[src/rtl/load_store_unit_pkg.sv]
// Shared encodings for the load/store unit: funct3 load/store codes, FSM states, access sizes.
// access_size() folds undefined funct3 values into word accesses.
package load_store_unit_pkg;

  localparam logic [2:0] F3_B  = 3'b000;
  localparam logic [2:0] F3_H  = 3'b001;
  localparam logic [2:0] F3_W  = 3'b010;
  localparam logic [2:0] F3_BU = 3'b100;
  localparam logic [2:0] F3_HU = 3'b101;

  typedef enum logic [1:0] {
    ST_IDLE = 2'd0,
    ST_REQ  = 2'd1,
    ST_WAIT = 2'd2
  } lsu_state_t;

  typedef enum logic [1:0] {
    SZ_B = 2'd0,
    SZ_H = 2'd1,
    SZ_W = 2'd2
  } lsu_size_t;

  function automatic lsu_size_t access_size(input logic is_store, input logic [2:0] funct3);
    lsu_size_t sz;
    sz = SZ_W;
    if (is_store) begin
      if (funct3 == F3_B) sz = SZ_B;
      else if (funct3 == F3_H) sz = SZ_H;
    end else begin
      case (funct3)
        F3_B, F3_BU: sz = SZ_B;
        F3_H, F3_HU: sz = SZ_H;
        default:     sz = SZ_W;
      endcase
    end
    return sz;
  endfunction

endpackage

[src/rtl/load_store_unit_load_align.sv]
// Combinational load alignment: picks the addressed lane of the read word and
// sign/zero-extends it according to the load funct3.
module load_store_unit_load_align
  import load_store_unit_pkg::*;
(
  input  logic [31:0] word,
  input  logic [1:0]  lane,
  input  logic [2:0]  funct3,
  output logic [31:0] data
);

  logic [31:0] shifted;

  assign shifted = word >> {lane, 3'b000};

  always_comb begin
    data = word;
    case (funct3)
      F3_B:    data = {{24{shifted[7]}}, shifted[7:0]};
      F3_BU:   data = {24'b0, shifted[7:0]};
      F3_H:    data = {{16{shifted[15]}}, shifted[15:0]};
      F3_HU:   data = {16'b0, shifted[15:0]};
      default: data = word;
    endcase
  end

endmodule

[src/rtl/load_store_unit.sv]
// Memory-access stage: issues one load/store on a req/gnt/rvalid port and stalls the core until done.
// Optional LSU_MISALIGN_TRAP_EN rejects misaligned half/word accesses with a misaligned pulse.
module load_store_unit
  import load_store_unit_pkg::*;
#(
  parameter int ADDR_WIDTH = 32,
  parameter int DATA_WIDTH = 32
) (
  input  logic                  clk,
  input  logic                  rstn,
  input  logic                  req_valid,
  output logic                  req_ready,
  input  logic                  is_store,
  input  logic [2:0]            funct3,
  input  logic [ADDR_WIDTH-1:0] addr,
  input  logic [DATA_WIDTH-1:0] wdata,
  output logic                  resp_valid,
  output logic [DATA_WIDTH-1:0] rdata,
  output logic                  stall,
`ifdef LSU_MISALIGN_TRAP_EN
  output logic                  misaligned,
`endif
  output logic                  mem_req,
  output logic                  mem_we,
  output logic [3:0]            mem_be,
  output logic [ADDR_WIDTH-1:0] mem_addr,
  output logic [DATA_WIDTH-1:0] mem_wdata,
  input  logic                  mem_gnt,
  input  logic                  mem_rvalid,
  input  logic [DATA_WIDTH-1:0] mem_rdata
);

  lsu_state_t  state, state_next;
  lsu_size_t   size_in;
  logic [1:0]  lane_in, lane_q;
  logic [3:0]  be_in;
  logic [31:0] wdata_in, load_data;
  logic [2:0]  funct3_q;
  logic        is_store_q, accept, trap_in, issue, trap_acc, store_done, load_done;

  assign size_in = access_size(is_store, funct3);

  always_comb begin
    lane_in  = 2'b00;
    be_in    = 4'b1111;
    wdata_in = wdata;
    case (size_in)
      SZ_B: begin
        lane_in  = addr[1:0];
        be_in    = 4'b0001 << addr[1:0];
        wdata_in = {4{wdata[7:0]}};
      end
      SZ_H: begin
        lane_in  = {addr[1], 1'b0};
        be_in    = 4'b0011 << {addr[1], 1'b0};
        wdata_in = {2{wdata[15:0]}};
      end
      default: ;
    endcase
  end

`ifdef LSU_MISALIGN_TRAP_EN
  assign trap_in = ((size_in == SZ_H) && addr[0]) || ((size_in == SZ_W) && (addr[1:0] != 2'b00));
`else
  assign trap_in = 1'b0;
`endif

  // The cycle carrying resp_valid still presents the completing instruction, so it must not re-issue.
  assign req_ready = (state == ST_IDLE) && !resp_valid;
  assign accept    = req_valid && req_ready;
  assign issue     = accept && !trap_in;
  assign trap_acc  = accept && trap_in;
  assign stall     = (req_valid && !resp_valid) || (state != ST_IDLE);

  always_ff @(posedge clk or negedge rstn) begin
    if (!rstn) state <= ST_IDLE;
    else       state <= state_next;
  end

  always_comb begin
    state_next = state;
    mem_req    = 1'b0;
    mem_we     = 1'b0;
    store_done = 1'b0;
    load_done  = 1'b0;
    case (state)
      ST_IDLE: if (issue) state_next = ST_REQ;
      ST_REQ: begin
        mem_req = 1'b1;
        mem_we  = is_store_q;
        // A same-cycle rvalid is ignored here; read data is only taken in WAIT.
        if (mem_gnt) begin
          if (is_store_q) begin
            store_done = 1'b1;
            state_next = ST_IDLE;
          end else begin
            state_next = ST_WAIT;
          end
        end
      end
      ST_WAIT: if (mem_rvalid) begin
        load_done  = 1'b1;
        state_next = ST_IDLE;
      end
      default: state_next = ST_IDLE;
    endcase
  end

  load_store_unit_load_align u_align (
    .word   (mem_rdata),
    .lane   (lane_q),
    .funct3 (funct3_q),
    .data   (load_data)
  );

  always_ff @(posedge clk or negedge rstn) begin
    if (!rstn) begin
      resp_valid <= 1'b0;
      rdata      <= '0;
      mem_addr   <= '0;
      mem_be     <= 4'b0000;
      mem_wdata  <= '0;
      is_store_q <= 1'b0;
      funct3_q   <= 3'b000;
      lane_q     <= 2'b00;
    end else begin
      resp_valid <= store_done || load_done || trap_acc;
      rdata      <= load_done ? load_data : '0;
      if (issue) begin
        mem_addr   <= {addr[ADDR_WIDTH-1:2], 2'b00};
        mem_be     <= be_in;
        mem_wdata  <= wdata_in;
        is_store_q <= is_store;
        funct3_q   <= funct3;
        lane_q     <= lane_in;
      end
    end
  end

`ifdef LSU_MISALIGN_TRAP_EN
  always_ff @(posedge clk or negedge rstn) begin
    if (!rstn) misaligned <= 1'b0;
    else       misaligned <= trap_acc;
  end
`endif

endmodule

[config.mk]
export PLATFORM = sky130hd
export DESIGN_NAME = load_store_unit
export DESIGN_NICKNAME = d
export VERILOG_FILES = /design/src/rtl/load_store_unit_pkg.sv /design/src/rtl/load_store_unit_load_align.sv /design/src/rtl/load_store_unit.sv
export SDC_FILE = /design/constraint.sdc
export NUM_CORES = 1
export LEC_CHECK = 0
export ABC_AREA = 1
export CORE_MARGIN = 5
export CORE_UTILIZATION = 40
export DETAILED_ROUTE_END_ITERATION = 16
export PLACE_DENSITY = 0.78
export SYNTH_ARGS = -nofsm -noshare
export SYNTH_HDL_FRONTEND = slang
export SYNTH_HIERARCHICAL = 1
export SYNTH_SLANG_ARGS = --single-unit
[constraint.sdc]
create_clock -name clk -period 1.45 [get_ports clk]
set_clock_uncertainty 0.05 [all_clocks]
set_input_delay 0.2175 -clock clk [delete_from_list [all_inputs] [get_ports clk]]
set_output_delay 0.2175 -clock clk [all_outputs]
set_load 0.02 [all_outputs]
==> metrics.md <==
| Metric | Value |
|---|---|
| Total CTS buffers | `9` |
| Placed insts | `1,111` |
| Area delta synth->final | `64.5%` |
| Sequential-to-total area share from yosys stat | `0.510` |
| Post-route clock period utilization | `1.06` |
| Yosys cell types | `25` |
| Buffers added on ports | `207` |
| Failing checks | `negative setup slack` |
| Crit. End Element | `flop` |
| Commonest cells in the netlist | `317 x nand2_1, 107 x dfrtp_1, 67 x nor2_1` |
| DR WL/cell | `15.6 um` |
| Synth Warn # | `6` |
| Syn Inst Count | `708` |
| PD cells | `1890 nW/um2` |
| Initial cell density of the core | `0.411` |
| CP Data Arrival Time | `1770 ps` |
| Ant diodes | `0` |
| 1st-pass router iterations | `5` |
| # clock sinks | `107` |
| Largest net degree at the start of global routing | `40` |
| GP Congestion | `0.879` |
| Sequential power share | `0.289` |
| Maximum vdd drop | `0.943 mV` |
| Fin crit period | `1530 ps` |
| Fin cells | `1,147` |
| Clock Power Share | `0.150` |
| Cell type with the largest total area after synthesis | `dfrtp_1` |
| Share of cells above drive strength 1 | `0.179` |
| Worst path depth | `9` |
| FMAX | `653 MHz` |
| Worst hold path class | `in -> async` |
| Clk slew on worst S/H paths | `80 ps` |
| Initial antenna violation count | `1` |
| Post-route antenna net violation count | `0` |
| Sw frac | `0.443` |
| FP Rows | `41` |
| Critical path's top delay family | `buffers and inverters` |
| RSZ-0062 raised after global routing | `true` |
| Crit-path slowest cell | `dfrtp_2` |
| Via count | `5,627` |
| Cell with the most instances after synthesis | `nand2_1` |
| Clk_lat worst skew | `350 ps` |
| Vias in the first global route | `5,375` |
| I/O pins | `210` |
| FILL cells | `1,045` |
| Synth top area cells | `dfrtp_1 51%, nand2_1 23%, nor2_1 4.8%` |
| P_leak | `4.77 nW` |
| Register-to-Register Path Depth | `9` |
| CP cell instances | `nor2_4, inv_2, buf_6, nor2_4, buf_6, clkbuf_16, buf_4, nor2_1, nor2_1` |
| Internal | `9.08 mW` |
| Core area | `12,800 um2` |
| Ys async rst share | `1.00` |
| Number of enable flip-flop cells after synthesis | `0` |
| Deepest level of the CTS H-tree | `3` |
| Status | `finished with violations` |
| Total Power Consumption | `16.3 mW` |
| DRC | `0` |
| Bufs and invs on worst path | `5` |
| Fin nets | `1,075` |
| CTS tree | `yes` |
| Routed WL | `17,900 um` |
| Avg Cell Area, Syn | `7.42 um2` |
| CP Launch Type | `flop` |
| First-pass GRT wire length | `26,800 um` |
| Total grt overflow | `0` |
| Logic pwr share | `0.561` |
| Post-synth top flop | `dfrtp_1` |
| Clock Tree Root | `clkbuf_16` |
| Top-area cell type share of the netlist area | `0.510` |
| CP max FO | `6` |
| Vias per cell | `4.91` |
| Synthesized flop and latch total | `107` |
| Fin worst setup slack | `-81.2 ps` |
| DIE WIDTH | `125 um` |
| Register area | `2680 um2` |
| Max-Cap Viols | `0` |
| Setup violators final | `56` |
| Post-DP HPWL | `12,200 um` |
| CP Class | `reg -> reg` |
| Critical path required time | `1690 ps` |
| Worst-case clock buffer depth | `2` |
| Final core occ | `0.677` |
| Net Switching | `7.22 mW` |
| Multi-input logic area | `2430 um2` |
| Drt initial violations | `560` |
| Die Footprint | `15,500 um2` |
| GRT Resource Usage Total | `0.211` |
| Final Hold Fails | `0` |
| Cell Area, Synth | `5250 um2` |
| Slew Limit Fails | `0` |
| Slowest stage delay, CP | `440 ps` |
| Die height | `125 um` |
## per-stage QoR
stage | hold slack [ps] | setup TNS (ps) | area, um2 | setup WS (ps)
after CTS | 257 | -316 | 8110 | -67.3
after global routing | 282 | -8280 | 8640 | -154
final | 250 | -2480 | 8640 | -81.2
after detailed placement | 92.8 | -19260 | 7890 | -314
after global placement | 89.3 | -17870 | 7890 | -297
after floorplan | -128 | 0 | 5260 | 92.1
## metal layers
metal / global-route usage / up-vias / wire length, um
li1: - / 2708 / -
met1: 0.253 / 2584 / 7030
met2: 0.357 / 281 / 8720
met3: 0.0686 / 52 / 1580
met4: 0.0754 / 2 / 579
met5: 0 / - / 7
## registers in the layout, summed over array words and instances, names as in the netlist
signal	flops
rdata	32
funct3_q	3
resp_valid	1
is_store_q	1
mem_be	4
state	2
lane_q	2
mem_wdata	32
mem_addr	30
## power groups by stage
stage                     Clock, mW  Sequential (mW)  Combinational (mW)
final                          2.45             4.71                9.15
after global routing           2.60             4.85                9.95
after CTS                      2.49             4.68                7.91
after detailed placement          0             4.73                8.48
after global placement            0             4.70                8.35
after floorplan                   0             5.91                3.32
## layout by cell type, fill, tap and decap left out, types with 2 or more instances in the layout
| cell type | count |
|---|---|
| nand3_2 | 12 |
| nand2_4 | 11 |
| inv_6 | 3 |
| o211ai_1 | 8 |
| clkinv_4 | 2 |
| conb_1 | 2 |
| nand2_2 | 16 |
| dlygate4sd2_1 | 98 |
| clkdlybuf4s50_1 | 103 |
| nor2_1 | 59 |
| nor2_2 | 7 |
| buf_12 | 11 |
| buf_4 | 49 |
| inv_1 | 61 |
| inv_2 | 8 |
| o21ai_1 | 7 |
| buf_6 | 14 |
| nand4_1 | 16 |
| nor2_4 | 5 |
| dfrtp_2 | 3 |
| o21ai_2 | 4 |
| o21ai_0 | 18 |
| nor3_4 | 2 |
| nand3_4 | 7 |
| dfrtp_1 | 104 |
| clkbuf_16 | 12 |
| nand3_1 | 28 |
| nand2_1 | 294 |
## timing repair
action	CTS	global route
hold buffers	1	0
gates resized for setup	127	102
hold endpoints to repair	17	0
setup buffers	2	10
endpoints found under the setup margin	184	106
gates cloned	1	7
pin swaps	1	53
## path summary, 6_finish.rpt
check                              from       endpoint  slack, ps
max in group asynchronous          rstn    funct3_q[1]        570
max reg2reg                    state[1]  mem_wdata[30]        -80
min reg2reg                mem_wdata[2]   mem_wdata[2]        420
min in group clk               addr[13]   mem_addr[13]        340
min                                rstn   mem_addr[22]        250
max                            state[1]  mem_wdata[30]        -80
## final cells by class
type,count,share of cell area
multi-input combinational,499,0.281
clock inverter,7,0.00811
timing repair inverter,1,0.000579
timing repair buffer,281,0.318
sequential,107,0.310
tap,172,0.0249
clock buffer,9,0.0261
inverter,71,0.0317
## cells by family after synthesis
family / after synthesis / share of synthesized area
flops: 107 / 0.510
simple gates: 456 / 0.357
buf+inv: 107 / 0.0931
compound gates: 37 / 0.0391
other cells: 1 / 0.000714
No activity file was read; power rests on OpenSTA's default activity.
